### src/rtl/layer_pkg.sv
// Shared types and helpers for the five-lane MAC layer sequencer.
package layer_pkg;

  typedef enum logic [1:0] {
    S_CLEAR  = 2'd0,
    S_ISSUE  = 2'd1,
    S_WAIT   = 2'd2,
    S_OUTPUT = 2'd3
  } state_e;

  localparam int unsigned LANES = 5;

  // Accumulator width for a given weight and activation width.
  function automatic int unsigned acc_width(int unsigned vec_w, int unsigned mul_w);
    return vec_w + mul_w + 32'd1;
  endfunction

  // Largest unsigned value representable in w bits.
  function automatic int unsigned sat_max(int unsigned w);
    return (32'd1 << w) - 32'd1;
  endfunction

endpackage

### src/rtl/layer_2_5_sequencer_requant.sv
// Combinational ReLU, arithmetic right shift and unsigned saturation of one accumulator.
module requant_relu_sat
  import layer_pkg::*;
#(
  parameter int unsigned ACC_W    = 17,
  parameter int unsigned SHIFT    = 4,
  parameter int unsigned OUT_SIZE = 8
) (
  input  logic signed [ACC_W-1:0]    acc_i,
  output logic        [OUT_SIZE-1:0] res_o
);

  localparam logic [ACC_W-1:0] MAX_V = ACC_W'(sat_max(OUT_SIZE));

  logic [ACC_W-1:0] shifted;

  // Negative sums clamp to zero; large positive sums clamp to full scale.
  always_comb begin
    shifted = ACC_W'(acc_i >>> SHIFT);
    if (acc_i[ACC_W-1]) begin
      res_o = '0;
    end else if (shifted > MAX_V) begin
      res_o = OUT_SIZE'(MAX_V);
    end else begin
      res_o = shifted[OUT_SIZE-1:0];
    end
  end

endmodule

### src/rtl/layer_2_5_sequencer.sv
// Feeds terms to the five-lane MAC layer, counts returns, requantizes and hands out the vector.
module layer_2_5_sequencer
  import layer_pkg::*;
#(
  parameter int unsigned VECTOR_SIZE     = 8,
  parameter int unsigned MULTIPLIER_SIZE = 8,
  parameter int unsigned N_TERMS         = 16,
  parameter int unsigned SHIFT           = 4,
  parameter int unsigned OUT_SIZE        = 8
) (
  input  logic                                   clk,
  input  logic                                   reset,
  input  logic                                   in_valid,
  output logic                                   in_ready,
  input  logic [VECTOR_SIZE-1:0]                 in_weight_1,
  input  logic [VECTOR_SIZE-1:0]                 in_weight_2,
  input  logic [VECTOR_SIZE-1:0]                 in_weight_3,
  input  logic [VECTOR_SIZE-1:0]                 in_weight_4,
  input  logic [VECTOR_SIZE-1:0]                 in_weight_5,
  input  logic [MULTIPLIER_SIZE-1:0]             in_act,
  output logic [VECTOR_SIZE-1:0]                 mul_vector_1,
  output logic [VECTOR_SIZE-1:0]                 mul_vector_2,
  output logic [VECTOR_SIZE-1:0]                 mul_vector_3,
  output logic [VECTOR_SIZE-1:0]                 mul_vector_4,
  output logic [VECTOR_SIZE-1:0]                 mul_vector_5,
  output logic [MULTIPLIER_SIZE-1:0]             mul_multiply,
  output logic                                   mul_load,
  output logic                                   mul_accumulate,
  output logic                                   mul_clear,
  input  logic [VECTOR_SIZE+MULTIPLIER_SIZE:0]   mul_acc_1,
  input  logic [VECTOR_SIZE+MULTIPLIER_SIZE:0]   mul_acc_2,
  input  logic [VECTOR_SIZE+MULTIPLIER_SIZE:0]   mul_acc_3,
  input  logic [VECTOR_SIZE+MULTIPLIER_SIZE:0]   mul_acc_4,
  input  logic [VECTOR_SIZE+MULTIPLIER_SIZE:0]   mul_acc_5,
  input  logic                                   mul_acc_signal,
  output logic                                   out_valid,
  input  logic                                   out_ready,
  output logic [OUT_SIZE-1:0]                    out_1,
  output logic [OUT_SIZE-1:0]                    out_2,
  output logic [OUT_SIZE-1:0]                    out_3,
  output logic [OUT_SIZE-1:0]                    out_4,
  output logic [OUT_SIZE-1:0]                    out_5,
  output logic                                   err
);

  localparam int unsigned ACC_W = acc_width(VECTOR_SIZE, MULTIPLIER_SIZE);
  localparam int unsigned CW    = $clog2(N_TERMS + 1);

  state_e                     state_q, state_d;
  logic [CW-1:0]              issued_q, issued_d;
  logic [CW-1:0]              returned_q, returned_d;
  logic [VECTOR_SIZE-1:0]     vec_q [LANES];
  logic [VECTOR_SIZE-1:0]     vec_d [LANES];
  logic [VECTOR_SIZE-1:0]     in_w  [LANES];
  logic [MULTIPLIER_SIZE-1:0] mult_q, mult_d;
  logic                       load_q, load_d;
  logic                       out_valid_q, out_valid_d;
  logic [OUT_SIZE-1:0]        out_q [LANES];
  logic [OUT_SIZE-1:0]        out_d [LANES];
  logic [OUT_SIZE-1:0]        req   [LANES];
  logic [ACC_W-1:0]           acc_in[LANES];
  logic                       err_q, err_d;
  logic                       accept;

  assign in_w[0]   = in_weight_1;
  assign in_w[1]   = in_weight_2;
  assign in_w[2]   = in_weight_3;
  assign in_w[3]   = in_weight_4;
  assign in_w[4]   = in_weight_5;
  assign acc_in[0] = mul_acc_1;
  assign acc_in[1] = mul_acc_2;
  assign acc_in[2] = mul_acc_3;
  assign acc_in[3] = mul_acc_4;
  assign acc_in[4] = mul_acc_5;

  // One requantizer per lane, always looking at the live accumulators.
  for (genvar g = 0; g < LANES; g++) begin : g_lane
    requant_relu_sat #(
      .ACC_W   (ACC_W),
      .SHIFT   (SHIFT),
      .OUT_SIZE(OUT_SIZE)
    ) u_rq (
      .acc_i(acc_in[g]),
      .res_o(req[g])
    );
  end

  assign in_ready = (state_q == S_ISSUE) && (issued_q < CW'(N_TERMS));
  assign accept   = in_valid && in_ready;

  // Next-state, counters, issue registers, result capture and error flag.
  always_comb begin
    state_d     = state_q;
    issued_d    = issued_q;
    returned_d  = returned_q;
    vec_d       = vec_q;
    mult_d      = mult_q;
    load_d      = 1'b0;
    out_valid_d = out_valid_q;
    out_d       = out_q;
    err_d       = err_q;
    case (state_q)
      S_CLEAR: begin
        issued_d    = '0;
        returned_d  = '0;
        out_valid_d = 1'b0;
        if (mul_acc_signal) err_d = 1'b1;
        state_d     = S_ISSUE;
      end
      S_ISSUE, S_WAIT: begin
        if (accept) begin
          vec_d    = in_w;
          mult_d   = in_act;
          load_d   = 1'b1;
          issued_d = issued_q + CW'(1);
          if (issued_q == CW'(N_TERMS - 1)) state_d = S_WAIT;
        end
        // A return with nothing outstanding is flagged and not counted.
        if (mul_acc_signal) begin
          if (returned_q >= issued_q) begin
            err_d = 1'b1;
          end else begin
            returned_d = returned_q + CW'(1);
            if (returned_q == CW'(N_TERMS - 1)) begin
              out_d       = req;
              out_valid_d = 1'b1;
              state_d     = S_OUTPUT;
            end
          end
        end
      end
      S_OUTPUT: begin
        if (mul_acc_signal) err_d = 1'b1;
        if (out_ready) begin
          out_valid_d = 1'b0;
          state_d     = S_CLEAR;
        end
      end
      default: state_d = S_CLEAR;
    endcase
  end

  // State and datapath registers with synchronous reset.
  always_ff @(posedge clk) begin
    if (reset) begin
      state_q     <= S_CLEAR;
      issued_q    <= '0;
      returned_q  <= '0;
      vec_q       <= '{default: '0};
      mult_q      <= '0;
      load_q      <= 1'b0;
      out_valid_q <= 1'b0;
      out_q       <= '{default: '0};
      err_q       <= 1'b0;
    end else begin
      state_q     <= state_d;
      issued_q    <= issued_d;
      returned_q  <= returned_d;
      vec_q       <= vec_d;
      mult_q      <= mult_d;
      load_q      <= load_d;
      out_valid_q <= out_valid_d;
      out_q       <= out_d;
      err_q       <= err_d;
    end
  end

  // MAC reset covers the reset cycles and the CLEAR cycle that follows.
  assign mul_clear      = reset || (state_q == S_CLEAR);
  assign mul_load       = load_q;
  assign mul_accumulate = load_q;
  assign mul_multiply   = mult_q;
  assign mul_vector_1   = vec_q[0];
  assign mul_vector_2   = vec_q[1];
  assign mul_vector_3   = vec_q[2];
  assign mul_vector_4   = vec_q[3];
  assign mul_vector_5   = vec_q[4];
  assign out_valid      = out_valid_q;
  assign out_1          = out_q[0];
  assign out_2          = out_q[1];
  assign out_3          = out_q[2];
  assign out_4          = out_q[3];
  assign out_5          = out_q[4];
  assign err            = err_q;

endmodule

### config.mk
export PLATFORM = sky130hd
export DESIGN_NAME = layer_2_5_sequencer
export DESIGN_NICKNAME = d
export VERILOG_FILES = /design/src/rtl/layer_pkg.sv /design/src/rtl/layer_2_5_sequencer_requant.sv /design/src/rtl/layer_2_5_sequencer.sv
export SDC_FILE = /design/constraint.sdc
export NUM_CORES = 1
export LEC_CHECK = 0
export ABC_AREA = 1
export CAP_MARGIN = 20
export CORE_ASPECT_RATIO = 1.5
export CORE_MARGIN = 2
export CORE_UTILIZATION = 41
export CTS_BUF_LIST = sky130_fd_sc_hd__clkbuf_8
export CTS_CLUSTER_DIAMETER = 120
export CTS_CLUSTER_SIZE = 16
export DETAILED_ROUTE_END_ITERATION = 10
export GPL_TIMING_DRIVEN = 1
export PLACE_DENSITY = 0.83
export SKIP_CTS_REPAIR_TIMING = 1
export SYNTH_ARGS = -nofsm -noshare
export SYNTH_HDL_FRONTEND = slang
export SYNTH_HIERARCHICAL = 1
export SYNTH_SLANG_ARGS = --single-unit
### constraint.sdc
create_clock -name clk -period 1.8 [get_ports clk]
set_input_delay 0.36 -clock clk [delete_from_list [all_inputs] [get_ports clk]]
set_output_delay 0.36 -clock clk [all_outputs]
set_load 0.05 [all_outputs]
Yosys cells after proc, flatten, opt, wreduce, memory -nomap -nowiden
Index checks and enable logic that the tools add are counted.

Input bits: 138. Bits in registers: 103. Output and inout bits: 94.

Equal/unequal tests: 12. $lt $le $gt $ge: 7. Muxes and demuxes: 32. Add/subtract/negate cells: 2. Bitwise logic cells: 2. Reduce and logical (&&, ||, !) cells: 14.

Operators by type and width (count): $gt A17 B8 Y1 const B (5); $mux W8 (10); $pmux W5 S2 (2); $mux W5 (3); $mux W2 (6); $ne A2 B2 Y1 const B (6); $add A5 B1 Y5 const B (2); $eq A5 B4 Y1 const B (2); $mux W1 (8); $reduce_and A4 Y1 (2); $pmux W2 S3 (1); $reduce_and A3 Y1 (2); $reduce_or A2 Y1 (3); $ge A5 B5 Y1 (1); $lt A5 B5 Y1 const B (1); $eq A2 B2 Y1 const B (2); $reduce_and A2 Y1 (2); $pmux W1 S3 (1); $eq A2 B1 Y1 const B (1); $logic_and A1 B1 Y1 (2); $logic_not A2 Y1 (1); $ne A2 B1 Y1 const B (1); $not A1 Y1 (2); $pmux W1 S2 (1); other kinds (2) (2).

Logic depth before layout (Yosys ltp)
Depth after elaboration: 8. Depth in mapped cells: 11. Mapped depth without buffers: 11.

Modules after synthesis
Netlist, hierarchy kept.

Modules (own cells, without submodules): layer_2_5_sequencer (seq. area each 2062.0 sq um, area an instance 4026.4 sq um, cells an instance 517, times used 1); requant_relu_sat (seq. area each 0.0 sq um, area an instance 77.6 sq um, cells an instance 12, times used 5).

Least setup slack after synthesis
OpenSTA, ideal clock, no wires.

Kind: register to register. Start: register issued_q[4]. End: register out_q (netlist bit out_1[7]). Clock period less this slack: 1.647 ns. Path slack: 0.153 ns. Arrival: 1.530 ns. Required time: 1.684 ns. Cell stages (with the launch flop): 12. Cells stage by stage: dfxtp_1 -> inv_1 -> ha_1 -> nand2_1 -> inv_1 -> nand2_2 -> nand4_2 -> nor2_4 -> inv_2 -> buf_6 -> nor2_1 -> nor2_1.

Longest elaborated chain between the ends: 3.

Ends and longest elaborated chain: start: declaration (RTL line layer_2_5_sequencer.sv:50) `logic [CW-1:0] issued_q, issued_d;`; start signal: assignment (RTL line layer_2_5_sequencer.sv:157) `issued_q <= issued_d;`; $ge A5 B5 Y1 (RTL line layer_2_5_sequencer.sv:120) `if (returned_q >= issued_q) begin`; $not A1 Y1 (no source line); $reduce_and A4 Y1 (no source line); end signal: assignment (RTL line layer_2_5_sequencer.sv:163) `out_q <= out_d;`; end: declaration (RTL line layer_2_5_sequencer.sv:58) `logic [OUT_SIZE-1:0] out_q [LANES];`.

Every way passes these cells. A chain may end at the register's enable or synchronous reset.

Worst setup path in the final report
Start: register returned_q[3]. End: register out_q (netlist bit out_4[7]).

Longest elaborated chain between the ends: 3.

Ends and longest elaborated chain: start: declaration (RTL line layer_2_5_sequencer.sv:51) `logic [CW-1:0] returned_q, returned_d;`; start signal: assignment (RTL line layer_2_5_sequencer.sv:158) `returned_q <= returned_d;`; $ge A5 B5 Y1 (RTL line layer_2_5_sequencer.sv:120); $not A1 Y1 (no source line); $reduce_and A4 Y1 (no source line) (*).

Mark *: on every way between the ends. The rest lies on a longest branch, timed or not.

==> flow_summary_export.csv <==
group,metric,value,unit
run_status,status,"complete, but fails checks",
run_status,failed_checks,"setup timing",
sta,fmaxAchievable,552,MHz
placed_design,place.detailed.hpwl,9.48,mm
detailed_routing,dr.first_iter.drc_count,135,
global_route,global_route_wire_length_before_repair,19.0,mm
synth,ys_top_cells_by_area,"dfxtp_1, nand2_1, nor2_1",
job,timing.max_cap.violations,0,
synth,yosysSeqAreaShare,46.7,%
worst_hold_path,hold_end,"mul_accumulate",
cells_and_area,layout_commonest_cell,"nand2_1",
detailed_routing,viasPerCell,4.96,
clocking,number_of_clock_sinks,103,
clocking,clk-insertion-delay-late,360,ps
sta,timing_worst_slew_pin_value,573,ps
synth,mappedNetlistArea,4410,um^2
synth,asyncSetResetFlopFracSynth,0,%
sta,period_needed,1810,ps
sta,report.final.hold_viol_count,0,
setup_path,r2r-end,"out_4[7]",
synth,synth.avg_cell_area,7.65,um^2
clocking,numCtsBuffers,9,
clocking,clk_pin_slew_worst_paths,100,ps
setup_path,rr_startpoint,"returned_q[3]",
synth,ys_ff_latch,103,
setup_path,critical_path_required,2090,ps
setup_path,timing.setup.critical_path_class,"reg -> reg",
clocking,cts_tree,"yes",
synth,yosysUniqueCellTypes,30,
setup_path,worstSetupEndpointType,"flip-flop",
floorplan,fp.dieH,131,um
floorplan,die_w,88.7,um
cells_and_area,post_layout_nets,943,
worst_hold_path,holdCritPathClass,"in -> reg",
setup_path,worstRegToRegCells,10,
placed_design,gp_routability_congestion,0.832,
setup_path,critical_path_arrival,2100,ps
synth,synth.top_cell.area_share,46.7,%
detailed_routing,total_vias_in_the_final_route,4672,
sta,grt_setup_unrepaired,"yes",
floorplan,core_area,10500,um^2
cells_and_area,most_frequent_cells_in_the_layout,"nand2_1, clkdlybuf4s50_1, buf_4",
floorplan,die_area,11600,um^2
cells_and_area,n_antenna_cell,0,
synth,synthesis.nets,728,
power_and_ir_drop,powerDensity,657,nW/um^2
worst_hold_path,hold_path.startpoint,"reset",
setup_path,setup.worst_path.start_class,"flip-flop",
detailed_routing,final_antenna_net_count,0,
sta,slew-limit-headroom,61.8,%
global_route,grt_remaining_overflow,0,
clocking,ctsHtreeMaxLevel,3,
power_and_ir_drop,fin_total_pwr,4.59,mW
cells_and_area,final_cell_count_no_fill,941,
power_and_ir_drop,share_comb_of_total_power,16.8,%
power_and_ir_drop,fraction_of_power_spent_switching_nets,25.9,%
global_route,maximum_number_of_pins_on_one_net_before_global_route_repair,55,
sta,worst_slack,-11.6,ps
sta,fin_hold_ws,306,ps
placed_design,pre_cts_ws,-112,ps
synth,synth_top_flop_cell,"dfxtp_1",
sta,tcrit_tclk_final,101,%
power_and_ir_drop,power.static_leakage,2.89,nW
detailed_routing,routed_wire_length_per_instance,14.3,um
synth,netlist_instances,577,
power_and_ir_drop,power.share.clock,32.1,%
placed_design,portBuffers,211,
floorplan,ioPinCount,232,
sta,final.setup_skew,11.0,ps
synth,synth_area_leader_cell,"dfxtp_1",
floorplan,rows,46,
detailed_routing,drt_first_pass_iters,4,
sta,report.final.slew_viol_count,0,
cells_and_area,area_delta_synth_final,58.3,%
sta,timing.setup.tns,-82.3,ps
power_and_ir_drop,irDropWorstVdd,0.612,mV
power_and_ir_drop,sequentialPowerShare,51.1,%
setup_path,reg2reg_slack,-10,ps
cells_and_area,final_layout_size_suffix_gt1_share,24.0,%
clocking,clock_tree.root_cell,"clkbuf_8",
global_route,track_usage,20.5,%
power_and_ir_drop,net-switching-power,1.19,mW
detailed_routing,drc_errors,0,
detailed_routing,drt_wl_total,13.5,mm
placed_design,placed_cells,914,
power_and_ir_drop,intPower,3.40,mW
clocking,clock_path_buffers,2,
global_route,grt_antenna_before_repair,0,
sta,final-setup-viol-count,13,
worst_hold_path,min_path_cells,2,
global_route,grt_pass1_vias,4464,
floorplan,initial_utilization,41.9,%
setup_path,largest_fanout_of_any_net_on_the_critical_path,6,
synth,count_of_flip_flops_with_a_built_in_enable_after_synthesis,0,
synth,yosys_warnings,6,
==> flip-flops by register name, indices dropped and copies added, names as in the netlist <==
register and cells:
err 1, issued_q 5, mul_accumulate 1, mul_multiply 8, mul_vector_1 8, mul_vector_2 8
mul_vector_3 8, mul_vector_4 8, mul_vector_5 8, out_1 8, out_2 8, out_3 8
out_4 8, out_5 8, out_valid 1, returned_q 5, state_q 2
==> synth_stat cells, types with 5 or more instances <==
cell type and instances:
o21ai_1 6, buf_6 6, ha_1 13, nand2_2 7
inv_1 28, o21ai_0 40, clkbuf_1 10, buf_4 6
buf_2 5, dfxtp_1 103, nand2_1 121, nor2_1 100
o21a_1 40, a21oi_1 60, nand3_1 9
==> how the worst max path moves through the flow <==
stage	from	to	slack [ps]	cells after the start
after CTS	issued_q[4]	out_2[1]	-140	10
final	returned_q[3]	out_4[7]	-10	10
after floorplan	issued_q[4]	out_1[7]	150	11
after global placement	issued_q[4]	out_2[1]	-50	10
after global routing	returned_q[0]	out_5[0]	-120	11
after detailed placement	issued_q[4]	out_2[1]	-110	10
==> power by group through the flow <==
stage	sequential (mW)	clock (mW)	combinational (mW)
finish	2.35	1.47	0.771
global route	2.35	1.62	0.825
CTS	2.34	1.53	0.739
detailed placement	2.39	0	0.737
global placement	2.39	0	0.719
floorplan	2.49	0	0.249
==> cell families (layout without fill, tap and decap cells) <==
group                    after synthesis  count (layout)  synth area share (%)
AO/OA/AOI/OAI                        149             149                  19.4
XOR/XNOR                               2               2                 0.397
adder cells (fa/ha/maj)               13              13                  3.68
buffers and inverters                 60             280                  6.77
flip-flops                           103             103                  46.7
AND/OR/NAND/NOR                      250             250                  23.0
==> routing by layer <==
layer / track usage [%] / routed length (um) / vias up
li1: - / - / 2303
met1: 20.2 / 4790 / 2132
met2: 38.8 / 7060 / 209
met3: 6.20 / 1230 / 28
met4: 8.47 / 408 / 0
met5: 0 / 0 / -
==> stage by stage <==
step	util, %	instance area [um^2]
after floorplan	-	4410
final	66.3	6990
after CTS	63.0	6640
after global placement	61.1	6430
after detailed placement	61.1	6430
after global routing	66.3	6990
==> critical path: stages (launching register included) <==
cell       delay, ps
dfxtp_2          420
ha_4             230
nand2_2           70
nor2_2            50
nand2_2           90
nand4_4          120
nor2_4           290
buf_12           180
clkbuf_16        140
o21ai_0           70
nor2_1            90
==> area by class of cell <==
type	count	area [um^2]
fill	884	3540
clock inverter	6	66.3
inverter	30	128
multi-input combinational	414	2200
clock buffer	10	138
timing repair inverter	1	8.76
sequential	103	2080
timing repair buffer	233	2190
tap	144	180
Power figures use the tool's default switching activity.
